`src/rtl/truth_table_sweeper.sv`:
```
// Exhaustive truth-table sweep engine: drives every input pattern of a small
// combinational block, samples its 1-bit response and tallies mismatches.
module truth_table_sweeper #(
   parameter int                   N_IN   = 3,
   parameter int                   HOLD   = 4,
   parameter bit                   GRAY   = 1'b0,
   parameter logic [(1<<N_IN)-1:0] EXPECT = '0
) (
   input  logic            clk,
   input  logic            rst_n,
   input  logic            start,
   input  logic            dut_out,
   output logic [N_IN-1:0] stim,
   output logic            busy,
   output logic            done,
   output logic            pass,
   output logic [N_IN:0]   err_count,
   output logic [N_IN-1:0] first_fail,
   output logic            fail_valid
);

   // state   | meaning
   // S_IDLE  | waiting for start after reset
   // S_DRIVE | sweeping patterns, sampling on the last hold cycle
   // S_DONE  | sweep complete, results and last pattern held

   localparam int              HW        = (HOLD > 1) ? $clog2(HOLD) : 1;
   localparam logic [HW-1:0]   HOLD_LAST = HW'(HOLD - 1);
   localparam logic [N_IN:0]   IDX_LAST  = (N_IN+1)'((1 << N_IN) - 1);
   localparam logic [N_IN:0]   ERR_MAX   = (N_IN+1)'(1 << N_IN);

   typedef enum logic [1:0] {
      S_IDLE,
      S_DRIVE,
      S_DONE
   } state_t;

   state_t          state, state_next;
   logic [N_IN:0]   index, index_next;
   logic [HW-1:0]   hold_cnt, hold_next;
   logic [N_IN:0]   err_q, err_next, err_inc;
   logic [N_IN-1:0] ff_q, ff_next;
   logic            fv_q, fv_next;
   logic            pass_q, pass_next;
   logic [N_IN-1:0] pattern;
   logic            sample;
   logic            mismatch;

   // The index stops on the last pattern rather than advancing, so stim
   // naturally holds the final pattern in S_DONE.
   assign pattern  = GRAY ? (index[N_IN-1:0] ^ (index[N_IN-1:0] >> 1))
                          : index[N_IN-1:0];
   assign sample   = (state == S_DRIVE) && (hold_cnt == HOLD_LAST);
   assign mismatch = (dut_out != EXPECT[pattern]);
   assign err_inc  = (mismatch && (err_q != ERR_MAX)) ? err_q + 1'b1 : err_q;

   always_ff @(posedge clk or negedge rst_n) begin
      if (!rst_n) begin
         state    <= S_IDLE;
         index    <= '0;
         hold_cnt <= '0;
         err_q    <= '0;
         ff_q     <= '0;
         fv_q     <= 1'b0;
         pass_q   <= 1'b0;
      end else begin
         state    <= state_next;
         index    <= index_next;
         hold_cnt <= hold_next;
         err_q    <= err_next;
         ff_q     <= ff_next;
         fv_q     <= fv_next;
         pass_q   <= pass_next;
      end
   end

   always_comb begin
      state_next = state;
      index_next = index;
      hold_next  = hold_cnt;
      err_next   = err_q;
      ff_next    = ff_q;
      fv_next    = fv_q;
      pass_next  = pass_q;
      case (state)
         S_IDLE, S_DONE: begin
            if (start) begin
               state_next = S_DRIVE;
               index_next = '0;
               hold_next  = '0;
               err_next   = '0;
               ff_next    = '0;
               fv_next    = 1'b0;
               pass_next  = 1'b0;
            end
         end
         S_DRIVE: begin
            if (sample) begin
               err_next  = err_inc;
               hold_next = '0;
               if (mismatch && !fv_q) begin
                  ff_next = pattern;
                  fv_next = 1'b1;
               end
               if (index == IDX_LAST) begin
                  state_next = S_DONE;
                  pass_next  = (err_inc == '0);
               end else begin
                  index_next = index + 1'b1;
               end
            end else begin
               hold_next = hold_cnt + 1'b1;
            end
         end
         default: state_next = S_IDLE;
      endcase
   end

   assign stim       = pattern;
   assign busy       = (state == S_DRIVE);
   assign done       = (state == S_DONE);
   assign pass       = pass_q;
   assign err_count  = err_q;
   assign first_fail = ff_q;
   assign fail_valid = fv_q;

endmodule

```
`config.mk`:
```
export PLATFORM = sky130hd
export DESIGN_NAME = truth_table_sweeper
export DESIGN_NICKNAME = d
export VERILOG_FILES = /design/src/rtl/truth_table_sweeper.sv
export SDC_FILE = /design/constraint.sdc
export NUM_CORES = 1
export LEC_CHECK = 0
export ABC_AREA = 1
export BUFFER_PORTS_ARGS = -buffer_cell sky130_fd_sc_hd__buf_4
export CAP_MARGIN = 20
export CORE_ASPECT_RATIO = 0.9
export CORE_MARGIN = 8
export CORE_UTILIZATION = 30
export CTS_CLUSTER_SIZE = 20
export DETAILED_ROUTE_END_ITERATION = 8
export PLACE_DENSITY = 0.59
export SYNTH_ARGS = -nofsm -noshare
export SYNTH_HDL_FRONTEND = slang
export SYNTH_SLANG_ARGS = --single-unit
```
`constraint.sdc`:
```
create_clock -name clk -period 2.62 [get_ports clk]
set_input_delay 0.524 -clock clk [delete_from_list [all_inputs] [get_ports clk]]
set_output_delay 0.524 -clock clk [all_outputs]
set_load 0.05 [all_outputs]
```
# --- After elaboration in Yosys (flattened, before gate mapping) ---
# Memories as Yosys holds them, arrays and structs flattened.
# Cells that the tools add are included.
totals:
  rom_bits: 8
  ramBits: 0
  in_bits: 4
  latch_bits: 0
  elab_cells: 63
  out_inout_bits: 14
  mem_count: 1
  register_bits: 17
op_classes:
  n_shift: 0
  div: 0
  reduce_logical: 14
  bitwise_logic: 0
  multipliers: 0
  n_eq_ne: 11
  mux: 26
  addsub: 3
  magnitude_cmp: 1
memory_table:
  columns: ["memory", "words", "width", "rd", "rd_ports_with_merged_regs", "wr", "line", "source"]
  rows:
  - ["(name not given)", 8, 1, 1, 0, 0, "54", "assign mismatch = (dut_out != EXPECT[pattern]);"]
ops:
  columns: ["operator", "count"]
  rows:
  - ["$mux W4", 5]
  - ["$pmux W4 S2", 2]
  - ["$reduce_and A4 Y1", 3]
  - ["$mux W2", 5]
  - ["$mux W3", 3]
  - ["$add A4 B1 Y4 const B", 2]
  - ["$pmux W2 S2", 2]
  - ["$mux W1", 6]
  - ["$ne A2 B1 Y1 const B", 3]
  - ["$pmux W3 S2", 1]
  - ["$reduce_and A3 Y1", 2]
  - ["$eq A2 B2 Y1 const B", 2]
  - ["$eq A4 B3 Y1 const B", 1]
  - ["$logic_not A4 Y1", 1]
  - ["$lt A3 B4 Y1 const B", 1]
  - ["$ne A2 B2 Y1 const B", 2]
  - ["$ne A4 B4 Y1 const B", 1]
  - ["$pmux W1 S2", 2]
  - ["$logic_and A1 B1 Y1", 3]
  - ["$add A2 B1 Y2 const B", 1]
  - ["$eq A2 B1 Y1 const B", 1]
  - ["$logic_not A2 Y1", 1]
  - ["$reduce_and A2 Y1", 1]
  - ["$reduce_bool A2 Y1", 1]
  - ["3 further kinds", 3]

# --- Logic depth before layout (Yosys ltp) ---
logic_depth:
  ltp_word: 9
  mapped_depth: 10
  mapped_depth_nobuf: 10

# --- Worst setup path before layout ---
# No wires, ideal clock.
synth_timing:
  path_type: "reg2reg"
  startpoint: "register err_q[0], in the netlist err_count[0]"
  endpoint: "register pass_q, in the netlist pass"
  path_stages_with_launch: 11
  path_buffers: 0
  arrival_time_ns: 1.548
  slack_ns: 0.954
  path_cell_list: "dfrtp_1 > inv_1 > ha_1 > nand3_1 > nand2_1 > inv_1 > nand2_1 > nand2_1 > nor2_1 > nand2_1 > nand2_1"
synth_via:
  elab_chain_cells: 7
  word_cells_on_any_way: 8
  cone_classes: "1 x add/sub; 1 x eq/ne; 4 x mux; 2 x reduce/logical"
synth_lines:
  columns: ["element", "line", "source"]
  rows:
  - ["from (decl)", "41", "logic [N_IN:0] err_q, err_next, err_inc;"]
  - ["from (signal assigned)", "70", "err_q <= err_next;"]
  - ["branches (longest 2 deep; another with $add A4 B1 Y4)", null, null]
  - ["$mux W4 (*)", "55", "assign err_inc = (mismatch && (err_q != ERR_MAX)) ? err_q + 1'b1 : err_q;"]
  - ["$logic_not A4 Y1 (*)", "107", "pass_next = (err_inc == '0);"]
  - ["$mux W1 (*)", "105", "if (index == IDX_LAST) begin"]
  - ["$mux W1 (*)", "98", "if (sample) begin"]
  - ["$pmux W1 S2 (*)", "85", "case (state)"]
  - ["to (signal assigned)", "73", "pass_q <= pass_next;"]
  - ["to (decl)", "44", "logic pass_q, pass_next;"]
# Mark *: on every way between the ends. The select of a mux whose other input is x is not followed.
# A chain may end at the register's enable or synchronous reset.

# --- Final worst setup path ---
layout_timing:
  startpoint: "register state[0]"
  endpoint: "output port busy"
layout_via:
  elab_chain_cells: 1
layout_lines:
  columns: ["element", "line", "source"]
  rows:
  - ["from (decl)", "38", "state_t state, state_next;"]
  - ["from (signal assigned)", "67", "state <= state_next;"]
  - ["$eq A2 B1 Y1", "120", "assign busy = (state == S_DRIVE);"]
  - ["to (decl)", "14", "output logic busy,"]
# Every way passes these cells.

==> metrics.txt <==
Post-DP HPWL 1710 microns; clock skew 5.39 ps; ys flop type dfrtp_1; Routed Antenna Nets 0; Worst EP required 2100 ps; CTS Sinks 17; sw power 0.734 mW; Max-Cap Viols 0; via count 822; initial antenna violation count 0; FFs w/ async S/R, synth 100%; CP endpoint kind primary output; Reg clk slew, reported paths 70 ps; Filler cells 337; Worst R2R Path Depth 10; Total GRT Usage 8.16%; Critical Path Stages 3; Routed WL 2130 microns; relative slew slack 80.9%; worst vdd ir 265 uV; Ant. Diodes 0; WL/cell 11.5 microns; Core Box Area 3280 sq um; Avg Cell Area, Syn 8.07 sq um; critical setup path kind reg -> out; CTS Hold Bufs 0; die width 76.9 microns; DR pass1 iterations 4; worst skew pair latency 250 ps; status finished, final reports clean; RSZ-0062 raised after global routing false; Setup TNS 0 ps; Final Cycle Share 65.6%; worst-path cell chain nand2_4, clkinv_4, buf_4; Iteration-0 DRC Markers 24; Max clock buf depth 2; Pint 0.695 mW; Final Hold Viols 0; post-synthesis instance area 1000 sq um; Placed Cells 182; Post-CTS Setup Bufs 0; endpoints failing setup 0; minimum clock period 1720 ps; Port Buffer Count 17; share of cells above drive strength 1 27.5%; vias per cell 4.42; Worst Setup Start Kind flop; total chip power 1.43 mW; Worst path max stage delay 480 ps; FF+latch area 425 sq um; CTS Buf Count 3; H-tree levels 1; Seq cells post-synth 17; CP max FO 7; WHS 122 ps; Syn Inst Count 124; Pleak 0.615 nW; Comb pwr share 56.1%; die height 70.8 microns; total global routing overflow 0; cell row count 20; DRC 0; Sequential Power Share 30.2%; largest net degree at the start of global routing 18; Post-synth EDFFs 0; fmax 0.582 GHz; Synthesis Warnings 0; worst-margin pin slew 286 ps; max-slew violations 0; TritonCTS clock tree built; HP Class in -> async; Top Ports 18; Power Dens Cells 1180 nW/um^2; slowest CP cell dfrtp_1; area growth from synthesis to layout 20.6%; Clk pwr share 13.7%; post_cts resized 0; critical path arrival 1200 ps; nets 151; area of the multi-input gates 479 sq um; final non-filler cell total 186; Net Sw Frac 51.4%; number of global-route vias before repair 803; Netlist cell types 23; Placer Congestion 0.858; Die ar. 5440 sq um; post-synthesis net count 132; Initial Util 30.5%; Largest delay share family, worst path flip-flops; worst path bufs/invs 2; first-pass GRT wire length 3620 microns; sequential area share after synthesis 42.5%; root buf cell clkbuf_8
[through the flow]
step	setup slack, ps	area [sq um]	utilization, %
floorplan	954	1000	-
finish	901	1210	36.8
global placement	1170	1160	35.4
global route	818	1210	36.8
CTS	882	1210	36.8
detailed placement	1160	1160	35.4
[path summary, 6_finish.rpt]
kind	startpoint	to	slack, ps
setup / recovery	state[0]	busy	900
hold / removal	rst_n	first_fail[2]	120
setup reg to reg	err_count[0]	pass	1140
hold reg to reg	first_fail[1]	first_fail[1]	480
max in group asynchronous	rst_n	err_count[0]	2310
min in group clk	first_fail[1]	first_fail[1]	480
[kinds of logic (layout without fill, tap and decap cells)]
kind of cell | after synthesis | count (layout) | share of synthesized area [%]
xor+xnor | 1 | 1 | 0.875
compound gates | 14 | 14 | 7.88
flops | 17 | 17 | 42.5
buf+inv | 20 | 38 | 9.62
fa+ha+maj | 4 | 4 | 5.00
simple gates | 68 | 68 | 34.1
[routing by layer]
layer | track usage, % | vias up | share of wire (%)
li1 | - | 432 | -
met1 | 9.77 | 370 | 47
met2 | 13.0 | 16 | 46
met3 | 2.53 | 4 | 5.7
met4 | 3.84 | 0 | 1.4
met5 | 0 | - | 0
[cells in the final DEF, fill, tap and decap left out]
cell type  instances
clkbuf_8           3
buf_4             17
nand4_1            1
a21oi_1            2
nor2_2             1
dfrtp_1           17
o21ai_0            4
nand2_1           36
or2_2              1
clkinv_2           1
nand2_4            3
o22ai_1            1
ha_1               4
inv_1             14
o21ai_1            5
nand3_1           14
clkinv_4           2
or2_4              1
xor2_1             1
nand2_2            5
nor2_1             4
inv_2              1
nand3_4            1
nor2_4             1
o21ai_2            2
[final cells by class]
| type | count | share of cell area [%] |
|---|---|---|
| Sequential cell | 17 | 35.2 |
| Timing Repair Buffer | 17 | 10.6 |
| Clock buffer | 3 | 3.42 |
| Multi-Input combinational cell | 87 | 39.7 |
| Tap cell | 44 | 4.56 |
| Clock inverter | 1 | 0.415 |
| Inverter | 17 | 6.11 |
[worst reg2reg max path, cell delays in order, from the launching register on]
cell and delay, ps:
dfrtp_1 430, inv_1 100, ha_1 210, nand3_1 110
nand2_1 130, inv_1 100, nand2_1 50, nand2_1 80
nor2_1 50, nand2_1 60, nand2_1 50
[cell usage after synthesis (2+ instances only)]
library cell,count,area (sq um)
inv_1,14,52.6
clkinv_4,2,17.5
a21oi_1,2,10.0
o21ai_2,2,17.5
o21ai_1,5,25.0
dfrtp_1,17,425
nor2_1,4,15.0
ha_1,4,50.1
nand2_1,36,135
nand2_4,3,33.8
buf_4,3,22.5
nand3_1,14,70.1
o21ai_0,4,20.0
nand2_2,5,31.3
[sequential cells by signal, summed over array words and instances, names as in the netlist]
| name | count |
|---|---|
| err_count | 4 |
| index | 4 |
| first_fail | 3 |
| hold_cnt | 2 |
| state | 2 |
| fail_valid | 1 |
| pass | 1 |
[power by group through the flow]
stage | Sequential [mW] | Clock (mW) | Combinational (mW)
2_1_floorplan | 0.559 | 0 | 0.496
3_3_place_gp | 0.431 | 0 | 0.799
3_5_place_dp | 0.437 | 0 | 0.811
4_1_cts | 0.433 | 0.202 | 0.810
5_1_grt | 0.444 | 0.215 | 0.877
6_report | 0.432 | 0.196 | 0.801
No activity file was read; power rests on OpenSTA's default activity.
